==> config.mk <==
export PLATFORM = sky130hd
export DESIGN_NAME = muldiv_unit
export DESIGN_NICKNAME = d
export VERILOG_FILES = /design/src/rtl/muldiv_unit.sv
export SDC_FILE = /design/constraint.sdc
export NUM_CORES = 1
export LEC_CHECK = 0
export BUFFER_PORTS_ARGS = -buffer_cell sky130_fd_sc_hd__buf_4
export CORE_UTILIZATION = 45
export CTS_CLUSTER_SIZE = 12
export DETAILED_ROUTE_END_ITERATION = 16
export MAX_ROUTING_LAYER = met4
export PLACE_DENSITY = 0.73
export RECOVER_POWER = 50
export SYNTH_ARGS = -nofsm -noshare
export SYNTH_HDL_FRONTEND = slang
export SYNTH_SLANG_ARGS = --single-unit
==> constraint.sdc <==
create_clock -name clk -period 2.8 [get_ports clk]
set_input_delay 0.28 -clock clk [delete_from_list [all_inputs] [get_ports clk]]
set_output_delay 0.28 -clock clk [all_outputs]
set_load 0.01 [all_outputs]
==> src/rtl/muldiv_unit.sv <==
// muldiv_unit: iterative signed multiply / divide unit for the execute stage.
//
// One operation at a time. MUL runs a shift-add loop over the multiplier
// bits, DIV runs a restoring shift-subtract loop. Both work on operand
// magnitudes, and the sign is applied in the FINISH cycle.
//
// Ports
//   clk          clock; all state changes happen on its rising edge
//   rst          synchronous active-high reset
//   start        request from the execute stage
//   alu_control  function select (MUL or DIV; other codes are ignored)
//   op_a, op_b   signed operands (op_a is the multiplicand / dividend)
//   result       low product word or quotient
//   result_r0    high product word or remainder
//   busy         operation in progress (RUN or FINISH)
//   done         one-cycle pulse; the results are valid in this cycle
//   div_by_zero  asserted with done when a DIV had op_b == 0
//   stall        pipeline stall request (combinational)
//
// Build option
//   MULDIV_ZERO_FASTPATH_EN  when defined, a MUL with a zero operand skips
//                            RUN and finishes in one cycle with a zero result.
//
// state  | meaning
// IDLE   | waiting for an accepted MUL/DIV request
// RUN    | one shift-add / shift-subtract iteration per cycle
// FINISH | sign correction, done pulse, results committed

module muldiv_unit #(
    parameter int DATA_WIDTH = 16,
    parameter int ALU_CONTROL_WIDTH = 4,
    parameter logic [ALU_CONTROL_WIDTH-1:0] MUL = ALU_CONTROL_WIDTH'(4'b0001),
    parameter logic [ALU_CONTROL_WIDTH-1:0] DIV = ALU_CONTROL_WIDTH'(4'b0010)
) (
    input  logic                         clk,
    input  logic                         rst,
    input  logic                         start,
    input  logic [ALU_CONTROL_WIDTH-1:0] alu_control,
    input  logic [DATA_WIDTH-1:0]        op_a,
    input  logic [DATA_WIDTH-1:0]        op_b,
    output logic [DATA_WIDTH-1:0]        result,
    output logic [DATA_WIDTH-1:0]        result_r0,
    output logic                         busy,
    output logic                         done,
    output logic                         div_by_zero,
    output logic                         stall
);

    localparam int W  = DATA_WIDTH;
    localparam int CW = (W > 1) ? $clog2(W) : 1;

    typedef enum logic [1:0] {IDLE, RUN, FINISH} state_t;

    state_t state, state_next;

    logic            is_div, neg_q, neg_r, dz, zero_fast;
    logic [W-1:0]    hi, lo, b_mag;
    logic [W-1:0]    result_q, result_r0_q;
    logic [CW-1:0]   count;

    logic            valid_op, accept, skip_dz, skip_mul;
    logic [W-1:0]    a_abs, b_abs;
    logic [W:0]      mul_sum, div_shift, div_trial;
    logic [2*W-1:0]  prod, prod_s;
    logic [W-1:0]    fin_result, fin_r0;

    assign valid_op = (alu_control == MUL) || (alu_control == DIV);
    assign accept   = (state == IDLE) && start && valid_op;
    assign skip_dz  = (alu_control == DIV) && (op_b == '0);

`ifdef MULDIV_ZERO_FASTPATH_EN
    assign skip_mul = (alu_control == MUL) && ((op_a == '0) || (op_b == '0));
`else
    assign skip_mul = 1'b0;
`endif

    assign a_abs = op_a[W-1] ? -op_a : op_a;
    assign b_abs = op_b[W-1] ? -op_b : op_b;

    // MUL: hi:lo holds {partial product, remaining multiplier bits}.
    // DIV: hi is the partial remainder, lo shifts dividend bits out and
    // quotient bits in. The remainder stays below b_mag, so W+1 bits is
    // enough for the trial subtraction and its sign bit.
    assign mul_sum   = {1'b0, hi} + (lo[0] ? {1'b0, b_mag} : '0);
    assign div_shift = {hi, lo[W-1]};
    assign div_trial = div_shift - {1'b0, b_mag};

    assign prod   = {hi, lo};
    assign prod_s = neg_q ? -prod : prod;

    always_comb begin
        fin_result = result_q;
        fin_r0     = result_r0_q;
        if (dz) begin
            fin_result = result_q;
            fin_r0     = result_r0_q;
        end else if (zero_fast) begin
            fin_result = '0;
            fin_r0     = '0;
        end else if (is_div) begin
            fin_result = neg_q ? -lo : lo;
            fin_r0     = neg_r ? -hi : hi;
        end else begin
            fin_result = prod_s[W-1:0];
            fin_r0     = prod_s[2*W-1:W];
        end
    end

    always_ff @(posedge clk) begin
        if (rst) state <= IDLE;
        else     state <= state_next;
    end

    always_comb begin
        state_next = state;
        case (state)
            IDLE:    if (accept) state_next = (skip_dz || skip_mul) ? FINISH : RUN;
            RUN:     if (count == CW'(W - 1)) state_next = FINISH;
            FINISH:  state_next = IDLE;
            default: state_next = IDLE;
        endcase
    end

    always_ff @(posedge clk) begin
        if (rst) begin
            is_div      <= 1'b0;
            neg_q       <= 1'b0;
            neg_r       <= 1'b0;
            dz          <= 1'b0;
            zero_fast   <= 1'b0;
            hi          <= '0;
            lo          <= '0;
            b_mag       <= '0;
            count       <= '0;
            result_q    <= '0;
            result_r0_q <= '0;
        end else begin
            case (state)
                IDLE: begin
                    if (accept) begin
                        is_div    <= (alu_control == DIV);
                        neg_q     <= op_a[W-1] ^ op_b[W-1];
                        neg_r     <= op_a[W-1];
                        dz        <= skip_dz;
                        zero_fast <= skip_mul;
                        hi        <= '0;
                        lo        <= a_abs;
                        b_mag     <= b_abs;
                        count     <= '0;
                    end
                end
                RUN: begin
                    count <= count + 1'b1;
                    if (is_div) begin
                        if (!div_trial[W]) begin
                            hi <= div_trial[W-1:0];
                            lo <= {lo[W-2:0], 1'b1};
                        end else begin
                            hi <= div_shift[W-1:0];
                            lo <= {lo[W-2:0], 1'b0};
                        end
                    end else begin
                        {hi, lo} <= {mul_sum, lo[W-1:1]};
                    end
                end
                FINISH: begin
                    result_q    <= fin_result;
                    result_r0_q <= fin_r0;
                end
                default: ;
            endcase
        end
    end

    // During FINISH the corrected values are visible together with done;
    // afterwards the committed copies hold until the next operation.
    assign result      = (state == FINISH) ? fin_result : result_q;
    assign result_r0   = (state == FINISH) ? fin_r0     : result_r0_q;
    assign busy        = (state != IDLE);
    assign done        = (state == FINISH);
    assign div_by_zero = (state == FINISH) && dz;
    assign stall       = (state == RUN) || accept;

endmodule

==> results.yml <==
critical_path:
  crit_type: "flop to output pin"
  cp_top_family: "simple AND/OR/NAND/NOR gates"
  cp_slowest_cell: "or4_4"
  timing.rr.start: "b_mag[5]"
  slowest_delay_ps: 540
  path_cells: "or4_4, and4bb_4, nand4_1, o31ai_1, a22oi_1, xnor2_2, a21oi_1, buf_4"
  cp_num_buf_inv: 1
  cp-startpoint: "lo[5]"
  critPathArrivalTime_ps: 2600
  crit_fanout: 4
  required_ps: 2520
  end_kind: "output pin"
  worstSetupStartpointType: "flop"
layout:
  diodes: 0
  regArea_mm2: 0.001817
  layout.nets: 1079
  fin_area_mm2: 0.008584
  multi_input_area_mm2: 0.004959
  final_layout_size_suffix_gt1_frac: 0.2328
  fill_cells: 1337
  area_growth_pct: 23.96
yosys:
  ys_types: 71
  postSynthAreaPerCell_um2: 7.790
  yosys-top-cells-area: "dfxtp_1 26%, ha_1 6.7%, nor2_1 6.6%"
  synthArstFlopShare: 0
  postSynthNetCount: 967
  synth_area_mm2: 0.006925
  yosys_most_used_dff: "dfxtp_1"
  ys_ff_latch: 90
  netlist.area_leader.share: 0.2602
  seq_area_frac_synth: 0.2602
  netlist_instances: 889
  synth_top_cell_by_area: "dfxtp_1"
  synth_edf_count: 0
  yosys_warnings: 0
sta:
  max_slew.worst_pin.slew_ps: 1133
  min_period_ps: 2882
  post-route-period-util: 1.029
  fin_tns_setup_ps: -301.1
  finalHoldWorstSlack_ps: 213.8
  slew_headroom: 0.2447
  fin_worst_skew_ps: 8.320
  hold_violations: 0
  clock.fmax_mhz: 346.9
  setup_viol: 6
  setup_ws_ps: -82.29
  finalMaxSlewViolations: 0
  rsz0062_at_grt: "true"
global_routing:
  first_global_vias: 6292
  use_met1: 0.3515
  grt_util_met2: 0.3728
  track_usage: 0.2523
  grt_overflow: 0
  antenna_found_initial: 0
  use_met3: 0.04460
  grt_pass1_wl_um: 31280
  grt_max_degree: 53
  grt-busiest-layer: "met2"
detailed_routing:
  post_drt_via_cell_ratio: 5.779
  totalWireLength_um: 19150
  drc: 0
  dr.pass1.iters: 5
  wl_per_cell_um: 16.11
  vias: 6871
  drt-initial-drc-count: 502
  final_antenna_net_count: 0
power_and_ir_drop:
  p_leak_nw: 3.524
  powerDensity_mw_per_mm2: 400.8
  power_w: 0.003441
  irDropWorstVdd_mv: 0.4079
floorplanning:
  die_w_um: 126.1
  core_area_mm2: 0.01475
  core.rowCount: 44
  die_area_mm2: 0.01589
  die_h_um: 126.1
  initial_core_util: 0.4694
  ios: 75
status:
  outcome: "finished, violations left"
  violations: "setup timing"
clock_network:
  htreeDepth: 3
  cts_tree: "done"
  clock_path_buffers: 2
  clk_latency_ps: 360
  clk_pin_slew_ps: 70
  cts_root_buf: "clkbuf_16"
  cts_buffers: 9
  cts.sinks: 90
  cts_hold_buf: 0
run:
  timing.max_cap.violations: 0
place:
  pre_cts_ws_ps: -40.25
  gp_congestion: 0.9292
  hpwl_um: 14420
  port_buffers: 74
  dpl-instance-area_mm2: 0.008011
worst_hold_path:
  min_from: "op_b[0]"
  hold_path_class: "input pin to flop"
[routing by layer]
metal | up-vias | part of all wire
met1 | 3219 | 0.48
li1 | 3408 | -
met2 | 230 | 0.44
met5 | - | 0
met3 | 14 | 0.073
met4 | 0 | 0.011
[sequential cells by signal, indices dropped and copies added (netlist names)]
signal	count
b_mag	16
hi	16
lo	16
result_q	16
result_r0_q	16
count	4
state	2
dz	1
is_div	1
neg_q	1
neg_r	1
[worst reg2reg max path: stages (launching register included)]
cell      delay, ps
dfxtp_1         330
inv_1            70
ha_1            330
a21o_1          210
or3_1           360
nor2_1          140
o21ai_0         170
buf_4           180
and4b_1         160
a311o_1         320
mux2i_1         190
o211ai_1        100
[layout by cell type, fill, tap and decap left out, drive strengths merged, types with 6 or more instances in the layout]
| cell type | n |
|---|---|
| a21oi | 71 |
| or3 | 10 |
| o41ai | 8 |
| and2 | 35 |
| nor2 | 121 |
| nor3 | 21 |
| nor4 | 6 |
| o31ai | 16 |
| xnor2 | 29 |
| clkbuf | 19 |
| o21a | 10 |
| xor2 | 47 |
| nand2b | 10 |
| inv | 43 |
| or4 | 8 |
| nand2 | 49 |
| mux2i | 30 |
| a31oi | 8 |
| nor2b | 8 |
| dfxtp | 90 |
| a21o | 8 |
| a22oi | 6 |
| buf | 145 |
| ha | 37 |
| mux2 | 8 |
| o21ai | 45 |
| a211oi | 47 |
| nand3 | 7 |
[final timing paths]
kind | slack (ps) | cells after the start | endpoint
worst max register to register | 120 | 11 | hi[14]
worst min register to register | 490 | 1 | count[3]
worst max-delay path | -80 | 8 | result_r0[13]
worst min-delay path | 210 | 3 | b_mag[0]
[cell families after synthesis]
logic type,after synthesis,share of synthesized area
AND/OR/NAND/NOR,300,0.2155
AO/OA/AOI/OAI,251,0.2434
buffers and inverters,95,0.05528
flip-flops,90,0.2602
XOR/XNOR,76,0.09611
adder cells (fa/ha/maj),39,0.07263
multiplexers,38,0.05691
[power breakdown]
group / switching [W] / leakage [nW] / internal, W
combinational: 0.000513 / 2.66 / 0.000451
sequential: 0.0000301 / 0.733 / 0.00132
clock: 0.000530 / 0.128 / 0.000599
[per-stage QoR]
step	instances	utilization
2_1_floorplan	889	-
3_3_place_gp	1160	0.5430
3_5_place_dp	1160	0.5430
4_1_cts	1182	0.5699
5_1_grt	1189	0.5818
6_report	1189	0.5818
[cell usage after synthesis (all sizes together) (3+ instances only)]
cell type / number
nor2: 121
dfxtp: 90
a21oi: 71
nand2: 49
a211oi: 47
xor2: 47
o21ai: 45
inv: 41
clkbuf: 39
ha: 37
and2: 35
mux2i: 30
xnor2: 29
nor3: 21
o31ai: 16
buf: 15
nand2b: 10
o21a: 10
or3: 10
a21o: 8
a31oi: 8
mux2: 8
nor2b: 8
o41ai: 8
or4: 8
nand3: 7
a22oi: 6
nor4: 6
and3: 5
nand4: 5
a211o: 4
a311oi: 3
nand3b: 3
nand4b: 3
o211ai: 3
[layout make-up]
| cell class | count | area share |
|---|---|---|
| clock inverter | 6 | 0.004956 |
| multi-input combinational | 704 | 0.5776 |
| inverter | 41 | 0.01851 |
| sequential | 90 | 0.2116 |
| timing repair buffer | 155 | 0.1342 |
| tap | 184 | 0.02682 |
| clock buffer | 9 | 0.02624 |
[timing repair]
action | CTS | global route
setup buffers | 7 | 7
endpoints found under the setup margin | 17 | 30
gates resized for setup | 24 | 43
pin swaps | 16 | 32
No activity file was read; power rests on OpenSTA's default activity.
